--- config.mk ---
export PLATFORM = sky130hd
export DESIGN_NAME = io_uart_fifo_flat
export DESIGN_NICKNAME = d
export VERILOG_FILES = /design/src/rtl/io_uart_fifo_if.sv /design/src/rtl/io_uart_fifo.sv /design/src/flat_wrapper.sv
export SDC_FILE = /design/constraint.sdc
export NUM_CORES = 1
export LEC_CHECK = 0
export ABC_AREA = 0
export BUFFER_PORTS_ARGS = -buffer_cell sky130_fd_sc_hd__buf_2
export CAP_MARGIN = 5
export CORE_MARGIN = 5
export CORE_UTILIZATION = 40
export CTS_BUF_LIST = sky130_fd_sc_hd__clkbuf_2 sky130_fd_sc_hd__clkbuf_4 sky130_fd_sc_hd__clkbuf_8
export DETAILED_ROUTE_END_ITERATION = 10
export PLACE_DENSITY = 0.58
export SETUP_SLACK_MARGIN = 0.2
export SYNTH_ARGS = -nofsm -noshare
export SYNTH_HDL_FRONTEND = slang
export SYNTH_SLANG_ARGS = --single-unit
--- constraint.sdc ---
create_clock -name clk -period 6.4 [get_ports clk]
set_input_delay 0.96 -clock clk [delete_from_list [all_inputs] [get_ports clk]]
set_output_delay 0.96 -clock clk [all_outputs]
set_load 0.02 [all_outputs]
--- src/rtl/io_uart_fifo_if.sv ---
// DMA/IO bus bundle for io_uart_fifo: write strobe/address/data, read
// strobe/address, upstream daisy-chain read data and the returned read data.
// master = bus side (drives strobes), slave = the UART block.
interface io_uart_fifo_if;
  logic        dma_io_we;
  logic [13:0] dma_io_wadr;
  logic [31:0] dma_io_wdata;
  logic        dma_io_radr_en;
  logic [13:0] dma_io_radr;
  logic [31:0] dma_io_rdata_in;
  logic [31:0] dma_io_rdata;

  modport master (
    output dma_io_we, dma_io_wadr, dma_io_wdata,
    output dma_io_radr_en, dma_io_radr, dma_io_rdata_in,
    input  dma_io_rdata
  );

  modport slave (
    input  dma_io_we, dma_io_wadr, dma_io_wdata,
    input  dma_io_radr_en, dma_io_radr, dma_io_rdata_in,
    output dma_io_rdata
  );
endinterface

--- src/rtl/io_uart_fifo.sv ---
// UART I/O block: TX FIFO drained to the transmitter, RX FIFO filled from rout.
// Latency: bus read data one cycle after the strobe; TX char strobe one cycle after pop.
// Backpressure: TX drain stalls on uart_io_full; full FIFOs drop and set sticky flags.
//
// Ports: clk, rst (sync, active-high), bus (io_uart_fifo_if.slave: DMA/IO
// register bus), uart_io_char/uart_io_we/uart_io_full (transmitter),
// init_uart/uart_term (baud term), cpu_run_state/rout_en/rout (receiver),
// ext_uart_interrpt_1shot, rx_disable_echoback, uart_irq.
// Optional macro IO_UART_IRQ_EN enables the IEN register and uart_irq.
module io_uart_fifo #(
  parameter int          TX_DEPTH_LOG2 = 3,
  parameter int          RX_DEPTH_LOG2 = 3,
  parameter logic [13:0] BASE_ADR      = 14'h3F00
) (
  input  logic                 clk,
  input  logic                 rst,
  io_uart_fifo_if.slave        bus,
  output logic [7:0]           uart_io_char,
  output logic                 uart_io_we,
  input  logic                 uart_io_full,
  input  logic [1:0]           init_uart,
  output logic [15:0]          uart_term,
  input  logic                 cpu_run_state,
  input  logic                 rout_en,
  input  logic [7:0]           rout,
  output logic                 ext_uart_interrpt_1shot,
  output logic                 rx_disable_echoback,
  output logic                 uart_irq
);
  localparam int TX_DEPTH = 1 << TX_DEPTH_LOG2;
  localparam int RX_DEPTH = 1 << RX_DEPTH_LOG2;
  localparam int TXC_W    = TX_DEPTH_LOG2 + 1;
  localparam int RXC_W    = RX_DEPTH_LOG2 + 1;
  localparam logic [TXC_W-1:0] TX_FULL_CNT = TXC_W'(TX_DEPTH);
  localparam logic [RXC_W-1:0] RX_FULL_CNT = RXC_W'(RX_DEPTH);

  localparam logic [2:0] REG_OUTC = 3'd0;
  localparam logic [2:0] REG_STAT = 3'd1;
  localparam logic [2:0] REG_TERM = 3'd2;
  localparam logic [2:0] REG_RXCH = 3'd3;
  localparam logic [2:0] REG_RXEC = 3'd4;
  localparam logic [2:0] REG_IEN  = 3'd5;

  // Offsets are computed modulo 2**14 so a single compare covers the window.
  logic [13:0] wr_off, rd_off;
  logic        wr_hit;
  assign wr_off = bus.dma_io_wadr - BASE_ADR;
  assign rd_off = bus.dma_io_radr - BASE_ADR;
  assign wr_hit = bus.dma_io_we && (wr_off < 14'd6);

  logic wr_outc, wr_term, wr_rxec;
  assign wr_outc = wr_hit && (wr_off[2:0] == REG_OUTC);
  assign wr_term = wr_hit && (wr_off[2:0] == REG_TERM);
  assign wr_rxec = wr_hit && (wr_off[2:0] == REG_RXEC);

  // Registered read select; data is muxed from live state in the next cycle.
  logic       rd_vld;
  logic [2:0] rd_sel;
  logic       stat_rd, rxch_rd;
  assign stat_rd = rd_vld && (rd_sel == REG_STAT);
  assign rxch_rd = rd_vld && (rd_sel == REG_RXCH);

  logic [7:0] tx_mem [TX_DEPTH];
  logic [TX_DEPTH_LOG2-1:0] tx_wp, tx_rp;
  logic [TXC_W-1:0]         tx_count;
  logic tx_full, tx_empty, tx_push, tx_pop;

  logic [7:0] rx_mem [RX_DEPTH];
  logic [RX_DEPTH_LOG2-1:0] rx_wp, rx_rp;
  logic [RXC_W-1:0]         rx_count;
  logic rx_full, rx_empty, rx_push_req, rx_push, rx_pop;

  logic       tx_drop, rx_overrun, rxec;
  logic [7:0] outc_last;
  logic [15:0] term_init;

  assign tx_full  = (tx_count == TX_FULL_CNT);
  assign tx_empty = (tx_count == '0);
  // Gating on uart_io_we spaces strobes at least two cycles apart.
  assign tx_pop   = !tx_empty && !uart_io_full && !uart_io_we;
  assign tx_push  = wr_outc && (!tx_full || tx_pop);

  assign rx_full     = (rx_count == RX_FULL_CNT);
  assign rx_empty    = (rx_count == '0);
  assign rx_push_req = cpu_run_state && rout_en;
  assign rx_pop      = rxch_rd && !rx_empty;
  // A coincident RXCH pop frees a slot, so a push at full is still accepted.
  assign rx_push     = rx_push_req && (!rx_full || rx_pop);

  assign ext_uart_interrpt_1shot = cpu_run_state & rout_en;
  assign rx_disable_echoback     = rxec & cpu_run_state;

  always_comb begin
    term_init = 16'd209;
    case (init_uart)
      2'd0: term_init = 16'd209;
      2'd1: term_init = 16'd261;
      2'd2: term_init = 16'd156;
      2'd3: term_init = 16'd184;
      default: term_init = 16'd209;
    endcase
  end

  always_ff @(posedge clk) begin
    if (rst) begin
      rd_vld       <= 1'b0;
      rd_sel       <= 3'd0;
      tx_wp        <= '0;
      tx_rp        <= '0;
      tx_count     <= '0;
      rx_wp        <= '0;
      rx_rp        <= '0;
      rx_count     <= '0;
      tx_drop      <= 1'b0;
      rx_overrun   <= 1'b0;
      rxec         <= 1'b0;
      outc_last    <= 8'd0;
      uart_io_we   <= 1'b0;
      uart_io_char <= 8'd0;
      uart_term    <= term_init;
    end else begin
      rd_vld <= bus.dma_io_radr_en && (rd_off < 14'd6);
      rd_sel <= rd_off[2:0];

      if (tx_push) tx_wp <= tx_wp + 1'b1;
      if (tx_pop)  tx_rp <= tx_rp + 1'b1;
      if (tx_push && !tx_pop)      tx_count <= tx_count + 1'b1;
      else if (!tx_push && tx_pop) tx_count <= tx_count - 1'b1;

      if (rx_push) rx_wp <= rx_wp + 1'b1;
      if (rx_pop)  rx_rp <= rx_rp + 1'b1;
      if (rx_push && !rx_pop)      rx_count <= rx_count + 1'b1;
      else if (!rx_push && rx_pop) rx_count <= rx_count - 1'b1;

      uart_io_we <= tx_pop;
      if (tx_pop) uart_io_char <= tx_mem[tx_rp];

      // A new drop/overrun event wins over a clearing read in the same cycle.
      if (wr_outc && !tx_push) tx_drop <= 1'b1;
      else if (stat_rd)        tx_drop <= 1'b0;
      if (rx_push_req && !rx_push)   rx_overrun <= 1'b1;
      else if (stat_rd || rxch_rd)   rx_overrun <= 1'b0;

      if (wr_outc) outc_last <= bus.dma_io_wdata[7:0];
      if (wr_term) uart_term <= bus.dma_io_wdata[15:0];
      if (wr_rxec) rxec      <= bus.dma_io_wdata[0];
    end
  end

  // Storage needs no reset; pointers and counts define validity.
  always_ff @(posedge clk) begin
    if (tx_push) tx_mem[tx_wp] <= bus.dma_io_wdata[7:0];
    if (rx_push) rx_mem[rx_wp] <= rout;
  end

  logic [1:0] ien;
`ifdef IO_UART_IRQ_EN
  logic wr_ien;
  assign wr_ien = wr_hit && (wr_off[2:0] == REG_IEN);
  always_ff @(posedge clk) begin
    if (rst)         ien <= 2'b00;
    else if (wr_ien) ien <= bus.dma_io_wdata[1:0];
  end
  assign uart_irq = (ien[0] & ~rx_empty) | (ien[1] & tx_empty);
`else
  assign ien      = 2'b00;
  assign uart_irq = 1'b0;
`endif

  logic [7:0] rx_head;
  assign rx_head = rx_empty ? 8'd0 : rx_mem[rx_rp];

  always_comb begin
    bus.dma_io_rdata = bus.dma_io_rdata_in;
    if (rd_vld) begin
      case (rd_sel)
        REG_OUTC: bus.dma_io_rdata = {24'd0, outc_last};
        REG_STAT: bus.dma_io_rdata = {8'd0, 8'(rx_count), 8'(tx_count), 2'd0,
                                      tx_drop, rx_overrun, rx_full, rx_empty,
                                      tx_empty, tx_full};
        REG_TERM: bus.dma_io_rdata = {16'd0, uart_term};
        REG_RXCH: bus.dma_io_rdata = {22'd0, rx_overrun, !rx_empty, rx_head};
        REG_RXEC: bus.dma_io_rdata = {31'd0, rxec};
        REG_IEN:  bus.dma_io_rdata = {30'd0, ien};
        default:  bus.dma_io_rdata = bus.dma_io_rdata_in;
      endcase
    end
  end
endmodule

--- src/flat_wrapper.sv ---
// flat-port wrapper written by rule: the top's interface ports become plain ports
module io_uart_fifo_flat 
#(
  parameter int          TX_DEPTH_LOG2 = 3,
  parameter int          RX_DEPTH_LOG2 = 3,
  parameter logic [13:0] BASE_ADR      = 14'h3F00
)
  (clk, rst, uart_io_char, uart_io_we, uart_io_full, init_uart, uart_term, cpu_run_state, rout_en, rout, ext_uart_interrpt_1shot, rx_disable_echoback, uart_irq, bus_dma_io_we, bus_dma_io_wadr, bus_dma_io_wdata, bus_dma_io_radr_en, bus_dma_io_radr, bus_dma_io_rdata_in, bus_dma_io_rdata);
  io_uart_fifo_if bus_i ();
  input  logic clk;
  input  logic rst;
  output logic [7:0] uart_io_char;
  output logic uart_io_we;
  input  logic uart_io_full;
  input  logic [1:0] init_uart;
  output logic [15:0] uart_term;
  input  logic cpu_run_state;
  input  logic rout_en;
  input  logic [7:0] rout;
  output logic ext_uart_interrpt_1shot;
  output logic rx_disable_echoback;
  output logic uart_irq;
  input wire logic [$bits(bus_i.dma_io_we)-1:0] bus_dma_io_we;
  input wire logic [$bits(bus_i.dma_io_wadr)-1:0] bus_dma_io_wadr;
  input wire logic [$bits(bus_i.dma_io_wdata)-1:0] bus_dma_io_wdata;
  input wire logic [$bits(bus_i.dma_io_radr_en)-1:0] bus_dma_io_radr_en;
  input wire logic [$bits(bus_i.dma_io_radr)-1:0] bus_dma_io_radr;
  input wire logic [$bits(bus_i.dma_io_rdata_in)-1:0] bus_dma_io_rdata_in;
  output wire logic [$bits(bus_i.dma_io_rdata)-1:0] bus_dma_io_rdata;
  assign bus_i.dma_io_we = bus_dma_io_we;
  assign bus_i.dma_io_wadr = bus_dma_io_wadr;
  assign bus_i.dma_io_wdata = bus_dma_io_wdata;
  assign bus_i.dma_io_radr_en = bus_dma_io_radr_en;
  assign bus_i.dma_io_radr = bus_dma_io_radr;
  assign bus_i.dma_io_rdata_in = bus_dma_io_rdata_in;
  assign bus_dma_io_rdata = bus_i.dma_io_rdata;
  io_uart_fifo #(.TX_DEPTH_LOG2(TX_DEPTH_LOG2), .RX_DEPTH_LOG2(RX_DEPTH_LOG2), .BASE_ADR(BASE_ADR)) u_core (.clk(clk), .rst(rst), .bus(bus_i), .uart_io_char(uart_io_char), .uart_io_we(uart_io_we), .uart_io_full(uart_io_full), .init_uart(init_uart), .uart_term(uart_term), .cpu_run_state(cpu_run_state), .rout_en(rout_en), .rout(rout), .ext_uart_interrpt_1shot(ext_uart_interrpt_1shot), .rx_disable_echoback(rx_disable_echoback), .uart_irq(uart_irq));
endmodule
==> results of run 1 <==
-- worst paths after layout --
| kind | startpoint | endpoint | slack [ns] |
|---|---|---|---|
| max | u_core.rd_sel[0] | bus_dma_io_rdata[7] | 2.79 |
| min | u_core.outc_last[7] | u_core.outc_last[7] | 0.47 |
| max reg2reg | u_core.rd_sel[1] | u_core.rx_count[3] | 3.37 |
| min reg2reg | u_core.outc_last[7] | u_core.outc_last[7] | 0.47 |
-- layout by cell type, fill, tap and decap left out, types with 13 or more instances in the layout --
cell      synthesis  routed
a21oi_1          28      28
buf_2            14     151
buf_4             4      14
clkbuf_8          0      17
dfxtp_1          47      47
edfxtp_1        144     144
ha_1             15      15
inv_1            14      14
mux2i_1          24      24
mux4_2           22      22
nand2_1          38      38
nand3_1          13      13
nor2_1           51      51
nor2b_1          32      32
nor3_1           18      18
-- where the power goes --
part	internal [uW]	switching [uW]
registers	1390	70.9
logic	216	296
clock network	336	463
-- worst max-delay path, cell delays in order, from the launching register on --
cell and delay [ns]:
dfxtp_1 0.63, inv_1 0.27, nor4b_4 0.51, nand4_1 0.28, a31oi_1 0.28, buf_2 0.21
-- sequential cells by signal (all words and copies together) (netlist names), named ones only --
| signal | cells |
|---|---|
| u_core.outc_last | 8 |
| u_core.rd_sel | 3 |
| u_core.rd_vld | 1 |
| u_core.rx_count | 4 |
| u_core.rx_mem | 64 |
| u_core.rx_overrun | 1 |
| u_core.rx_rp | 3 |
| u_core.rx_wp | 3 |
| u_core.rxec | 1 |
| u_core.tx_count | 4 |
| u_core.tx_drop | 1 |
| u_core.tx_mem | 64 |
| u_core.tx_rp | 3 |
| u_core.tx_wp | 3 |
| u_core.uart_io_char | 8 |
| u_core.uart_io_we | 1 |
| u_core.uart_term | 16 |
-- metal layers --
metal	global-route usage [%]	share of wire, %	wire length [um]
met1	22.4	43	8720
met2	28.9	49	9930
met3	3.76	5.8	1170
met4	5.55	1.6	321
met5	0	0	0
-- final cells by class --
type,count,area (um2)
Fill cell,1882,11000
Sequential cell,191,5270
Multi-Input combinational cell,382,2920
Timing Repair Buffer,165,861
Tap cell,275,344
Clock buffer,18,241
Clock inverter,14,171
Inverter,14,52.6
-- through the flow --
stage	hold slack, ns	cells	power, uW	area, um2	util, %
after floorplan	0.431	622	1820	8400	-
after CTS	0.464	1059	2800	9850	47.3
after detailed placement	0.451	1027	2000	9440	45.3
after global routing	0.480	1059	2910	9850	47.3
final	0.468	1059	2770	9850	47.3
after global placement	0.438	1027	1980	9440	45.3
-- cell families (layout without fill, tap and decap cells) --
family / Yosys count / after routing / synth area share [%]
fa+ha+maj: 17 / 17 / 2.71
mux: 53 / 53 / 9.69
simple gates: 205 / 205 / 13.6
xor+xnor: 9 / 9 / 0.938
flops: 191 / 191 / 62.7
other cells: 1 / 1 / 0.0446
buf+inv: 49 / 211 / 2.77
compound gates: 97 / 97 / 7.60
==> impl_metrics.json, run 1 <==
{
  "finalHoldViolations": 0,
  "maxCapViolations": 0,
  "cts_hold_buf": 0,
  "tightest_slew_ns": 0.997,
  "synth.distinct_cells": 64,
  "yosysTopAreaCellShare_pct": 51.5,
  "cts_resized": 0,
  "tns_ns": 0,
  "std_cell_rows": 53,
  "hold_path_depth": 2,
  "syn-cell-area_um2": 8400,
  "cts_max_level": 4,
  "clk_pin_slew_ns": 0.10,
  "ant_nets": 0,
  "synthTopCellsByArea": "edfxtp_1, dfxtp_1, mux4_2, mux2i_1, nor2b_1",
  "cts_setup_buffers": 0,
  "setup_ws_ns": 2.79,
  "crit_arrival_ns": 2.65,
  "synthArstFlopShare_pct": 0,
  "synth-edff-count": 144,
  "cts.sinks": 191,
  "critPathCaptureType": "output port",
  "grt_max_degree": 68,
  "drc": 0,
  "gp_congestion": 0.792,
  "fin_nets": 897,
  "yosysMostFrequentCell": "edfxtp_1",
  "drtPass1Iterations": 4,
  "cp_max_fo": 14,
  "r2r_cells": 9,
  "layout-drive-gt1-share_pct": 31.3,
  "p_leak_uw": 0.00351,
  "diodes": 0,
  "root_buffer": "clkbuf_8",
  "hold_path.class": "reg -> reg",
  "slew-limit-headroom_pct": 33.3,
  "wl_per_cell_um": 19.0,
  "antenna_found_initial": 0,
  "criticalPathCategory": "reg -> out",
  "ys_seq_area_share_pct": 62.7,
  "max-vdd-ir-drop_v": 0.000143,
  "fmax_mhz": 277,
  "io_buffers": 151,
  "final-setup-viol-count": 0,
  "drv_slew": 0,
  "ys_ff_latch": 191,
  "die_w_um": 155,
  "final.min_clock_period_ns": 3.61,
  "synth_cells": 622,
  "synth_area_per_cell_um2": 13.5,
  "grtUsageTotal_pct": 17.2,
  "final.period_utilization_pct": 56.4,
  "dpl.hpwl_um": 14600,
  "synth_fp_nets": 748,
  "place_ws_ns": 2.54,
  "cts.path.max_buffers": 2,
  "grt_first_pass_wirelength_um": 31700,
  "initial_utilization_pct": 40.3,
  "die_y_um": 155,
  "cp.required_ns": 5.44,
  "core_region_area_um2": 20800,
  "cts_inserted_buffers": 17,
  "cellPowerDensity_nw_per_um2": 281,
  "rsz0062_at_grt": "false",
  "cts_tree": "done",
  "clock_latency_ns": 0.47,
  "ios": 169,
  "timing.clock.skew_ns": 0.0263,
  "yosysTopAreaCell": "edfxtp_1",
  "die_area_um2": 24000,
  "yosys_warnings": 0,
  "via_per_inst": 5.25,
  "gr-total-overflow": 0,
  "via_count": 5559,
  "drt_iter0_drc": 382,
  "synthFlopType": "edfxtp_1",
  "wl_um": 20100,
  "area_delta_synth_final_pct": 17.3,
  "cp-start-kind": "flip-flop",
  "grt_pass1_vias": 5734,
  "status": "finished clean",
  "synth_common_cells": "edfxtp_1, nor2_1, dfxtp_1"
}
Note: power is estimated with default switching activity, not from simulation.
==> run 2, diff against run 1 <==
Clock period 6.4 ns to 3.8 ns, I/O delays scaled along.
==> run 2 against run 1 <==
Utilization shrank 0.11 points. First-iteration DRC count shrank 1.3%. Worst hold slack lost 0.16 ns. Final cell count is essentially flat. Clock skew shrank 0.012 ns. Sequential share of layout area grew 0.12 points. Via count shrank 0.27%. Combinational power grew 65%. Die area is the same. Routed wire length is essentially flat. Critical path type unchanged. Largest power group unchanged.
==> impl_metrics.json, run 2 (synthesis gave the netlist of run 1 again) <==
{
  "status": "finished clean",
  "maxCapViolations": 0,
  "critPathSlowestCell": "dfxtp_1",
  "cp.required_ns": 3.23,
  "std_cell_rows": 53,
  "final-setup-viol-count": 0,
  "via_per_inst": 5.23,
  "dp.cells": 1028,
  "final.min_clock_period_ns": 3.21,
  "initial_utilization_pct": 40.3,
  "fmax_mhz": 311,
  "diodes": 0,
  "p_leak_uw": 0.00350,
  "fin_nets": 898,
  "r2r-start": "u_core.rd_sel[1]",
  "tightest_slew_ns": 0.940,
  "layout-drive-gt1-share_pct": 31.3,
  "critPathMaxStageDelay_ns": 0.64,
  "cts.path.max_buffers": 2,
  "worstSetupStartpoint": "u_core.rd_sel[0]",
  "cts_resized": 0,
  "crit_arrival_ns": 2.64,
  "final_cell_mix": "buf_2, edfxtp_1, nor2_1, dfxtp_1, nand2_1",
  "tns_ns": 0,
  "slew-limit-headroom_pct": 37.3,
  "die_y_um": 155,
  "nFillCells": 1898,
  "die_area_um2": 24000,
  "hold_path.class": "in -> reg",
  "root_buffer": "clkbuf_8",
  "wl_per_cell_um": 19.0,
  "final.period_utilization_pct": 84.6,
  "cts_tree": "done",
  "crit_chain": "inv_1 -> nor4b_4 -> nand4_1 -> a31oi_1 -> buf_2",
  "antenna_found_initial": 0,
  "gp_congestion": 0.800,
  "crit_family": "simple AND/OR/NAND/NOR gates",
  "core_region_area_um2": 20800,
  "final_core_util_pct": 47.2,
  "grt_first_pass_wirelength_um": 31600,
  "drv_slew": 0,
  "cts_setup_buffers": 0,
  "grt_max_degree": 39,
  "max-vdd-ir-drop_v": 0.000310,
  "largest_registers": "u_core.rx_mem x64, u_core.tx_mem x64, u_core.uart_term x16",
  "crit_cells": 5,
  "criticalPathCategory": "reg -> out",
  "cts.sinks": 191,
  "crit_end": "bus_dma_io_rdata[7]",
  "ant_nets": 0,
  "reg2reg_to": "u_core.rx_count[3]",
  "gr-total-overflow": 0,
  "cts_hold_buf": 0,
  "die_w_um": 155,
  "area_delta_synth_final_pct": 17.0,
  "via_count": 5544,
  "instances_no_fill": 1060,
  "rsz0062_at_grt": "false",
  "cts_inserted_buffers": 17,
  "drc": 0,
  "cp_max_fo": 14,
  "multi_input_area_um2": 2920,
  "cts_max_level": 4,
  "grt_pass1_vias": 5797,
  "clk_pin_slew_ns": 0.10,
  "critPathCaptureType": "output port",
  "clock_latency_ns": 0.46,
  "dpl.hpwl_um": 14600,
  "io_buffers": 151,
  "path_buf_inv": 2,
  "layout_commonest_cell": "buf_2",
  "finalHoldViolations": 0,
  "r2r_cells": 9,
  "cellPowerDensity_nw_per_um2": 465,
  "wl_um": 20200,
  "drtPass1Iterations": 5,
  "r2r_slack_ns": 0.84,
  "timing.clock.skew_ns": 0.0144,
  "cp-start-kind": "flip-flop",
  "ios": 169,
  "drt_iter0_drc": 377,
  "grtUsageTotal_pct": 17.2,
  "seqCellArea_um2": 5270
}
## run 2: cell types whose count changed in the layout (fill, tap and decap cells not counted), sizes merged
cell    change
clkinv      +2
bufinv      -1
buf         +1
clkbuf      +1
inv         -2
## run 2: worst min-delay path by stage
stage / from / to / depth (start not counted)
after global routing: bus_dma_io_radr[2] / u_core.rd_vld / 2
after detailed placement: u_core.outc_last[7] / u_core.outc_last[7] / 2
after global placement: u_core.outc_last[6] / u_core.outc_last[6] / 2
after floorplan: u_core.outc_last[0] / u_core.outc_last[0] / 2
final: bus_dma_io_radr[0] / u_core.rd_sel[0] / 2
after CTS: bus_dma_io_radr[2] / u_core.rd_vld / 2
## run 2: where the power goes
part | switching [uW] | internal [uW]
clock network | 760 | 506
registers | 120 | 2340
logic | 483 | 362
## run 2: worst register-to-register path, stage by stage (launching register included)
cell	delay (ns)
dfxtp_1	0.77
nand4b_1	0.27
a21oi_2	0.36
ha_1	0.23
inv_1	0.09
ha_1	0.33
a21oi_1	0.19
a211oi_1	0.10
a31oi_1	0.16
mux2_2	0.35
## run 2: layer usage
metal / wire length [um] / track usage [%] / up-vias
li1: - / - / 2643
met1: 8720 / 21.9 / 2718
met4: 193 / 4.29 / 0
met5: 0 / 0 / -
met3: 1220 / 4.01 / 12
met2: 10000 / 29.7 / 171
## run 2: metrics by stage
step | hold slack, ns | area, um2 | power, uW | setup slack [ns]
4_1_cts | 0.274 | 9830 | 4630 | 0.536
2_1_floorplan | 0.431 | 8400 | 3070 | 1.12
3_5_place_dp | 0.449 | 9450 | 3360 | 0.738
3_3_place_gp | 0.439 | 9450 | 3340 | 0.784
5_1_grt | 0.290 | 9830 | 4800 | 0.314
6_report | 0.311 | 9830 | 4570 | 0.586
## run 2: final cells by class
cell class / count / share of cell area [%]
Clock buffer: 19 / 2.60
Clock inverter: 13 / 1.30
Inverter: 14 / 0.535
Multi-Input combinational cell: 382 / 29.7
Sequential cell: 191 / 53.6
Tap cell: 275 / 3.50
Timing Repair Buffer: 166 / 8.83
